[src/rtl/if_fetch_stage_pkg.sv]
// Shared definitions for the instruction-fetch stage: FSM encoding,
// the bubble instruction, and register-field positions in an instruction word.
package if_fetch_stage_pkg;

  typedef enum logic [1:0] {
    FETCH = 2'd0,
    WAIT  = 2'd1,
    HOLD  = 2'd2,
    DROP  = 2'd3
  } fetch_state_e;

  // addi x0, x0, 0
  localparam logic [31:0] NOP_INSTR = 32'h0000_0013;

  localparam int RS1_MSB = 19;
  localparam int RS1_LSB = 15;
  localparam int RS2_MSB = 24;
  localparam int RS2_LSB = 20;

endpackage

[src/rtl/if_fetch_stage_if.sv]
// Instruction-memory fetch channel: request/ready handshake for the address,
// rvalid strobe for the returned word.
interface if_fetch_stage_if;

  logic        imem_req;
  logic [63:0] imem_addr;
  logic        imem_ready;
  logic        imem_rvalid;
  logic [31:0] imem_rdata;

  modport master (
    output imem_req,
    output imem_addr,
    input  imem_ready,
    input  imem_rvalid,
    input  imem_rdata
  );

  modport slave (
    input  imem_req,
    input  imem_addr,
    output imem_ready,
    output imem_rvalid,
    output imem_rdata
  );

endinterface

[src/rtl/if_fetch_stage_hazard_detect_unit.sv]
// Load-use hazard compare between the IF/ID instruction and the load in ID/EX.
// Purely combinational so ID/EX bubble logic can share the same instance.
module hazard_detect_unit (
  input  logic       if_id_valid,
  input  logic [4:0] if_id_rs1,
  input  logic [4:0] if_id_rs2,
  input  logic       id_ex_mem_read,
  input  logic [4:0] id_ex_rd,
  output logic       hazard
);

  // x0 is hardwired, so a load targeting it never creates a dependency.
  assign hazard = if_id_valid && id_ex_mem_read && (id_ex_rd != 5'd0) &&
                  ((id_ex_rd == if_id_rs1) || (id_ex_rd == if_id_rs2));

endmodule

[src/rtl/if_fetch_stage.sv]
// Instruction-fetch stage with IF/ID register: owns the PC, keeps at most one
// request outstanding, buffers one response while decode is stalled.
module if_fetch_stage
  import if_fetch_stage_pkg::*;
#(
  parameter logic [63:0] RESET_PC  = 64'h0,
  parameter logic [31:0] NOP_INSTR = if_fetch_stage_pkg::NOP_INSTR
) (
  input  logic                    clk,
  input  logic                    reset,
  if_fetch_stage_if.master        imem,
  input  logic                    redirect_valid,
  input  logic [63:0]             redirect_pc,
  input  logic                    id_ex_mem_read,
  input  logic [4:0]              id_ex_rd,
  output logic [63:0]             F_PC_out,
  output logic [31:0]             F_Instruction,
  output logic                    F_valid,
  output logic                    stall_out
);

  fetch_state_e state_q, state_d;
  logic [63:0]  pc_q, pc_d;
  logic [63:0]  pc_seq;
  logic [63:0]  redirect_target;
  logic [31:0]  skid_data_q;
  logic         skid_load;
  logic         new_valid;
  logic [31:0]  new_instr;
  logic         hazard;

  hazard_detect_unit u_hazard (
    .if_id_valid    (F_valid),
    .if_id_rs1      (F_Instruction[RS1_MSB:RS1_LSB]),
    .if_id_rs2      (F_Instruction[RS2_MSB:RS2_LSB]),
    .id_ex_mem_read (id_ex_mem_read),
    .id_ex_rd       (id_ex_rd),
    .hazard         (hazard)
  );

  // A redirect flushes IF/ID anyway, so holding it would only delay the new path.
  assign stall_out       = hazard && !redirect_valid;
  assign pc_seq          = pc_q + 64'd4;
  assign redirect_target = redirect_pc & ~64'h3;

  assign imem.imem_req  = (state_q == FETCH) && !reset;
  assign imem.imem_addr = pc_q;

  // The skid buffer is valid exactly while in HOLD; the state doubles as its valid bit.
  always_comb begin
    // NOTE: every output gets a default first so no path can infer a latch.
    state_d   = state_q;
    pc_d      = pc_q;
    skid_load = 1'b0;
    new_valid = 1'b0;
    new_instr = skid_data_q;
    case (state_q)
      FETCH: begin
        if (redirect_valid) begin
          pc_d    = redirect_target;
          state_d = imem.imem_ready ? DROP : FETCH;
        end else if (imem.imem_ready) begin
          state_d = WAIT;
        end
      end
      WAIT: begin
        if (redirect_valid) begin
          pc_d    = redirect_target;
          state_d = imem.imem_rvalid ? FETCH : DROP;
        end else if (imem.imem_rvalid) begin
          if (stall_out) begin
            skid_load = 1'b1;
            state_d   = HOLD;
          end else begin
            new_valid = 1'b1;
            new_instr = imem.imem_rdata;
            pc_d      = pc_seq;
            state_d   = FETCH;
          end
        end
      end
      HOLD: begin
        if (redirect_valid) begin
          pc_d    = redirect_target;
          state_d = FETCH;
        end else if (!stall_out) begin
          new_valid = 1'b1;
          pc_d      = pc_seq;
          state_d   = FETCH;
        end
      end
      DROP: begin
        if (redirect_valid) begin
          pc_d    = redirect_target;
          state_d = FETCH;
        end else if (imem.imem_rvalid) begin
          state_d = FETCH;
        end
      end
      default: state_d = FETCH;
    endcase
  end

  // NOTE: sequential state uses non-blocking assignments so every register
  // samples pre-edge values regardless of statement order.
  always_ff @(posedge clk or posedge reset) begin
    if (reset) begin
      state_q <= FETCH;
      pc_q    <= RESET_PC;
    end else begin
      state_q <= state_d;
      pc_q    <= pc_d;
    end
  end

  // NOTE: skid data has no reset; it is only read in HOLD, after being loaded.
  always_ff @(posedge clk) begin
    if (skid_load) skid_data_q <= imem.imem_rdata;
  end

  always_ff @(posedge clk or posedge reset) begin
    if (reset) begin
      F_PC_out      <= 64'h0;
      F_Instruction <= NOP_INSTR;
      F_valid       <= 1'b0;
    end else if (redirect_valid) begin
      F_Instruction <= NOP_INSTR;
      F_valid       <= 1'b0;
    end else if (!stall_out) begin
      if (new_valid) begin
        F_PC_out      <= pc_q;
        F_Instruction <= new_instr;
        F_valid       <= 1'b1;
      end else begin
        F_Instruction <= NOP_INSTR;
        F_valid       <= 1'b0;
      end
    end
  end

endmodule

[src/flat_wrapper.sv]
// flat-port wrapper written by rule: the top's interface ports become plain ports
module if_fetch_stage_flat import if_fetch_stage_pkg::*;
#(
  parameter logic [63:0] RESET_PC  = 64'h0,
  parameter logic [31:0] NOP_INSTR = if_fetch_stage_pkg::NOP_INSTR
)
  (clk, reset, redirect_valid, redirect_pc, id_ex_mem_read, id_ex_rd, F_PC_out, F_Instruction, F_valid, stall_out, imem_imem_req, imem_imem_addr, imem_imem_ready, imem_imem_rvalid, imem_imem_rdata);
  if_fetch_stage_if imem_i ();
  input  logic clk;
  input  logic reset;
  input  logic redirect_valid;
  input  logic [63:0] redirect_pc;
  input  logic id_ex_mem_read;
  input  logic [4:0] id_ex_rd;
  output logic [63:0] F_PC_out;
  output logic [31:0] F_Instruction;
  output logic F_valid;
  output logic stall_out;
  output wire logic [$bits(imem_i.imem_req)-1:0] imem_imem_req;
  output wire logic [$bits(imem_i.imem_addr)-1:0] imem_imem_addr;
  input wire logic [$bits(imem_i.imem_ready)-1:0] imem_imem_ready;
  input wire logic [$bits(imem_i.imem_rvalid)-1:0] imem_imem_rvalid;
  input wire logic [$bits(imem_i.imem_rdata)-1:0] imem_imem_rdata;
  assign imem_imem_req = imem_i.imem_req;
  assign imem_imem_addr = imem_i.imem_addr;
  assign imem_i.imem_ready = imem_imem_ready;
  assign imem_i.imem_rvalid = imem_imem_rvalid;
  assign imem_i.imem_rdata = imem_imem_rdata;
  if_fetch_stage #(.RESET_PC(RESET_PC), .NOP_INSTR(NOP_INSTR)) u_core (.clk(clk), .reset(reset), .imem(imem_i), .redirect_valid(redirect_valid), .redirect_pc(redirect_pc), .id_ex_mem_read(id_ex_mem_read), .id_ex_rd(id_ex_rd), .F_PC_out(F_PC_out), .F_Instruction(F_Instruction), .F_valid(F_valid), .stall_out(stall_out));
endmodule
[config.mk]
export PLATFORM = sky130hd
export DESIGN_NAME = if_fetch_stage_flat
export DESIGN_NICKNAME = d
export VERILOG_FILES = /design/src/rtl/if_fetch_stage_pkg.sv /design/src/rtl/if_fetch_stage_if.sv /design/src/rtl/if_fetch_stage_hazard_detect_unit.sv /design/src/rtl/if_fetch_stage.sv /design/src/flat_wrapper.sv
export SDC_FILE = /design/constraint.sdc
export NUM_CORES = 1
export LEC_CHECK = 0
export BUFFER_PORTS_ARGS = -buffer_cell sky130_fd_sc_hd__clkbuf_2
export CELL_PAD_IN_SITES_DETAIL_PLACEMENT = 1
export CELL_PAD_IN_SITES_GLOBAL_PLACEMENT = 2
export CORE_UTILIZATION = 32
export CTS_BUF_LIST = sky130_fd_sc_hd__clkbuf_8
export DETAILED_ROUTE_END_ITERATION = 6
export GPL_TIMING_DRIVEN = 0
export HOLD_SLACK_MARGIN = 0.05
export PLACE_DENSITY_LB_ADDON = 0.25
export RECOVER_POWER = 50
export SLEW_MARGIN = 0
export SYNTH_ARGS = -nofsm -noshare
export SYNTH_HDL_FRONTEND = slang
export SYNTH_HIERARCHICAL = 1
export SYNTH_SLANG_ARGS = --single-unit
[constraint.sdc]
create_clock -name clk -period 7.6 [get_ports clk]
set_input_delay 2.28 -clock clk [delete_from_list [all_inputs] [get_ports clk]]
set_output_delay 2.28 -clock clk [all_outputs]
set_load 0.1 [all_outputs]
### Yosys cells after proc, flatten, opt, wreduce, memory -nomap -nowiden

Index checks and enable logic that the tools add are counted.

* flip-flop bits (word level): 195
* latch bits: 0
* memory bits (writable): 0
* ROM bits: 0
* memories: 0

* add/sub/neg operators: 1
* multiply operators: 0
* div/mod/pow operators: 0
* $lt $le $gt $ge: 0
* equality and inequality tests: 11
* shifts and indexed selects: 0
* mux-type cells: 35
* bitwise gates (word level): 2
* reductions and logical operators: 14

Operators by type and width (number)
* two-way mux 64 bit: 5
* case mux 64 bit (3 select lines): 1
* two-way mux 32 bit: 5
* adder 64 x 3 -> 64 bit (second input constant): 1
* two-way mux 2 bit: 11
* != test 3 bit (second input constant): 4
* two-way mux 1 bit: 11
* == test 5 bit: 2
* case mux 2 bit (4 select lines): 1
* logical AND 1 bit: 5
* nonzero test 5 bit: 1
* == test 2 bit (second input constant): 2
* AND reduction 4 bit: 1
* AND reduction 3 bit: 1
* == test 2 x 1 -> 1 bit (second input constant): 1
* zero test 1 bit: 2
* zero test 2 bit: 1
* != test 2 x 1 -> 1 bit (second input constant): 1
* != test 2 bit (second input constant): 1
* NOT 1 bit: 2
* case mux 1 bit (2 select lines): 1
* AND reduction 2 bit: 1
* OR reduction 2 bit: 1
* logical OR 1 bit: 1

### Longest topological paths before layout

* depth in word-level cells: 11
* mapped depth: 11
* depth with buffers taken out: 10

### Modules after synthesis

Netlist, hierarchy kept.

By module, submodules not included
* if_fetch_stage: times used 1, cells each 988, area each 9083.7 sq um
* hazard_detect_unit: times used 1, cells each 17, area each 132.6 sq um

### Worst setup path after synthesis

OpenSTA, ideal clock, no wires.

* kind: input -> output
* from: input port id_ex_rd[2]
* to: output port stall_out
* data arrival time: 4272 ps
* required time: 5320 ps
* setup slack: 1048 ps
* stages: 7
* path buffers: 1
* cell sequence: xor2_1 > nor3_1 > nand3_1 > a21oi_1 > nand2_1 > inv_1 > clkbuf_1

* longest elaborated chain between the ends: 4
* elaborated cells between the ends (all ways): 7

RTL lines
* from (decl): line flat_wrapper.sv:14 `input logic [4:0] id_ex_rd;`
* == test 5 bit or nonzero test 5 bit (tied branches): line if_fetch_stage_hazard_detect_unit.sv:14, if_fetch_stage_hazard_detect_unit.sv:13
* logical OR 1 bit or logical AND 1 bit (tied branches): line if_fetch_stage_hazard_detect_unit.sv:14, if_fetch_stage_hazard_detect_unit.sv:13
* logical AND 1 bit *: line if_fetch_stage_hazard_detect_unit.sv:13 `assign hazard = if_id_valid && id_ex_mem_read && (id_ex_rd != 5'd0) &&`
* via u_core.hazard: line if_fetch_stage.sv:30 `logic hazard;`
* logical AND 1 bit *: line if_fetch_stage.sv:42 `assign stall_out = hazard && !redirect_valid;`
* to (decl): line flat_wrapper.sv:18 `output logic stall_out;`

The timed path passes the listed nets; every way through them passes the cells marked *.

### Final worst setup path

Same ends and word-level chain as after synthesis.

==> flow_summary.toml <==
[outcome]
status = "complete, but fails checks"
violations = "capacitance limit, slew limit"

[cts]
clk_pin_slew_ns = 0.11
clk_latency_ns = 0.49
ctsHoldBuffers = 0
cts_resized = 0
htreeDepth = 4
numCtsBuffers = 17
cts_root_buffer = "clkbuf_8"
cts_buffer_depth = 2
cts_tree = "built"
post_cts_buffers = 0
clock_sinks = 191

[global_route]
grt_pass1_vias = 9107
grt-ovfl-total = 0
grt_start_max_net_pins = 94
grt_pass1_wl_um = 54500
track_usage_pct = 24.8
antenna_found_initial = 1

[min_path]
hold_path_class = "flip-flop to flip-flop"

[setup_path]
crit_type = "input pin to output port"
required_ns = 5.32
path_delay_family = "buffers and inverters"
worstSetupEndpoint = "stall_out"
reg2reg_from = "u_core/state_q[0]"
critical_path.startpoint = "id_ex_rd[2]"
reg2reg_to = "u_core/imem.imem_addr[27]"
crit_buf_inv = 4
crit_cells = 9
critPathCaptureType = "output port"
cpPeakStageDelay_ns = 0.57
reg2reg_slack_ns = 3.95
critPathSlowestCell = "a21oi_1"
cpMostUsedCell = "clkbuf_2"
crit_chain = "clkbuf_2 > xor2_1 > nor3_1 > nand3_1 > a21oi_1 > nand2_1 > inv_1 > clkbuf_1 > clkbuf_2"
worstPathArrival_ns = 4.97
critPathMaxFanout = 10
cp-start-kind = "input pin"
reg2reg_depth = 9

[yosys]
yosysSeqAreaShare_pct = 53.6
ys_seq_elements = 191
synthArstFlopShare_pct = 83.2
synth.distinct_cells = 60
synth.avg_cell_area_um2 = 9.17
synth_enable_flop_cells = 32
syn_area_um2 = 9220
yosys_warnings = 6
ys.flop_type = "dfrtp_1"
synth_cells = 1005

[sta]
fin_crit_ns = 7.25
setup_violations = 0
drv_slew = 162
slew_headroom_pct = -118
max_freq_mhz = 138
tightest_slew_ns = 3.25
clock_skew_ns = 0.0280
final.setup.tns_ns = 0
fin_hold_ws_ns = 0.490
rsz0062_at_grt = "no"
finalCritPeriodShare_pct = 95.4
hold_viol = 0

[die]
initial_core_util_pct = 32.8
die_h_um = 172
die_w_um = 172
die_area_um2 = 29500
placementRows = 61
num_io_pins = 270
core_um2 = 28100

[layout]
final_core_util_pct = 40.5
synthToLayoutAreaGrowth_pct = 23.3
multi_input_area_um2 = 3940
fin_nets = 1404
fill_cells = 3479
regArea_um2 = 4940
drive_gt1_share_pct = 16.5
fin_cells = 1684

[routing]
num_vias = 8953
drt-total-wl_um = 36300
wl_per_cell_um = 21.5
drc = 0
drt_iter0_drc = 673
wl_met3_um = 2380
vias_per_cell = 5.32
wl_met1_um = 16700
wl_met2_um = 16400
highest_layer = "met4"
dr.pass1.iters = 5
antenna_left = 0

[run]
maxCapViolations = 2

[placed_design]
finalWeightedCongestion = 0.845
dp_hpwl_um = 26100
portBuffers = 263
dp.cells = 1651
==> per-stage QoR <==
step / instance area, um2 / setup slack, ns
after detailed placement: 11100 / 0.385
final: 11400 / 0.348
after global routing: 11400 / 0.183
after CTS: 11500 / 0.376
after global placement: 11000 / -1.54
after floorplan: 9230 / 1.03
==> state kept, by name (all words and copies together), names as in the netlist <==
register	count
u_core/F_PC_out	62
u_core/imem.imem_addr	62
u_core/F_Instruction	32
u_core/skid_data_q	32
u_core/state_q	2
u_core/F_valid	1
==> per-layer routing <==
metal,GRT usage [%],vias to the layer above
met4,7.49,0
li1,-,4123
met1,34.3,4462
met5,0.348,-
met3,4.97,48
met2,38.8,320
==> synth_stat cells, drive strengths merged, types with 12 or more instances <==
library cell / n / area share [%]
edfxtp: 32 / 10
and3: 14 / 0.95
nand2: 271 / 11
or3: 12 / 0.81
clkbuf: 62 / 2.6
nand3: 39 / 2.3
nor4: 13 / 0.88
o21ai: 68 / 3.7
dfrtp: 156 / 42
a21oi: 52 / 2.8
nor2: 48 / 2.0
nand4: 25 / 1.7
mux2i: 34 / 3.7
buf: 12 / 0.81
nor3: 24 / 1.4
==> worst register-to-register path, cell delays in order (launching register included) <==
cell and delay [ns]:
dfrtp_1 0.42, inv_1 0.09, ha_1 0.28, clkbuf_1 0.51, nand2b_1 0.19, o21ai_0 0.36, clkbuf_1 0.66, clkbuf_1 0.70
o21ai_0 0.20, o21a_1 0.15
==> placed cells by master, fill, tap and decap left out, types with 4 or more instances in the layout <==
master	Yosys	final
nand3_1	38	38
a21oi_1	52	52
a221o_1	5	5
edfxtp_1	32	32
clkbuf_2	3	158
nand2_1	271	271
nand4_1	25	25
ha_1	5	5
clkbuf_1	59	168
inv_1	9	8
a31oi_1	8	8
mux2i_1	34	34
buf_4	7	7
o21ai_0	67	67
a311oi_1	9	9
or3_1	12	12
nor2_1	48	47
nor4_1	13	13
xor2_1	6	6
and3_1	14	14
and4_1	10	10
o22ai_1	10	10
xnor2_1	7	7
a211oi_1	6	6
o211ai_1	5	5
a22oi_1	6	6
clkbuf_8	0	17
nor3_1	22	22
clkinv_8	0	7
and2_1	8	8
conb_1	1	4
dfrtp_1	156	156
==> cells by family (layout without fill, tap and decap cells) <==
kind of cell | count (synthesis) | after routing | synth area share [%]
DFF | 191 | 191 | 53.6
and+or+nand+nor | 478 | 478 | 23.6
buffers and inverters | 84 | 381 | 3.79
adders and majority gates | 5 | 5 | 0.679
AOI/OAI and AO/OA | 199 | 199 | 13.3
other | 1 | 5 | 0.0407
xor gates and xnor gates | 13 | 13 | 1.24
muxes | 34 | 34 | 3.69
==> layout make-up <==
class / instances / area share [%]
Sequential cell: 191 / 43.5
Multi-Input combinational cell: 733 / 34.7
Timing Repair Buffer: 265 / 10.7
Tap cell: 378 / 4.16
Buffer: 74 / 2.74
Clock buffer: 17 / 2.06
Clock inverter: 15 / 1.82
Inverter: 10 / 0.341
Antenna cell: 1 / 0.0220
==> worst min-delay path by stage <==
stage	from	to	slack, ns	depth (start not counted)
2_1_floorplan	u_core/skid_data_q[0]	u_core/F_Instruction[0]	0.47	2
3_3_place_gp	u_core/F_PC_out[10]	u_core/F_PC_out[10]	0.46	2
3_5_place_dp	u_core/F_PC_out[11]	u_core/F_PC_out[11]	0.46	2
4_1_cts	u_core/F_PC_out[11]	u_core/F_PC_out[11]	0.50	2
5_1_grt	u_core/F_PC_out[58]	u_core/F_PC_out[58]	0.51	2
6_report	u_core/F_PC_out[4]	u_core/F_PC_out[4]	0.49	2
Power is left out: the tool's default activity adds up to more than one toggle a clock period on the data nets, which glitch-free logic cannot reach.
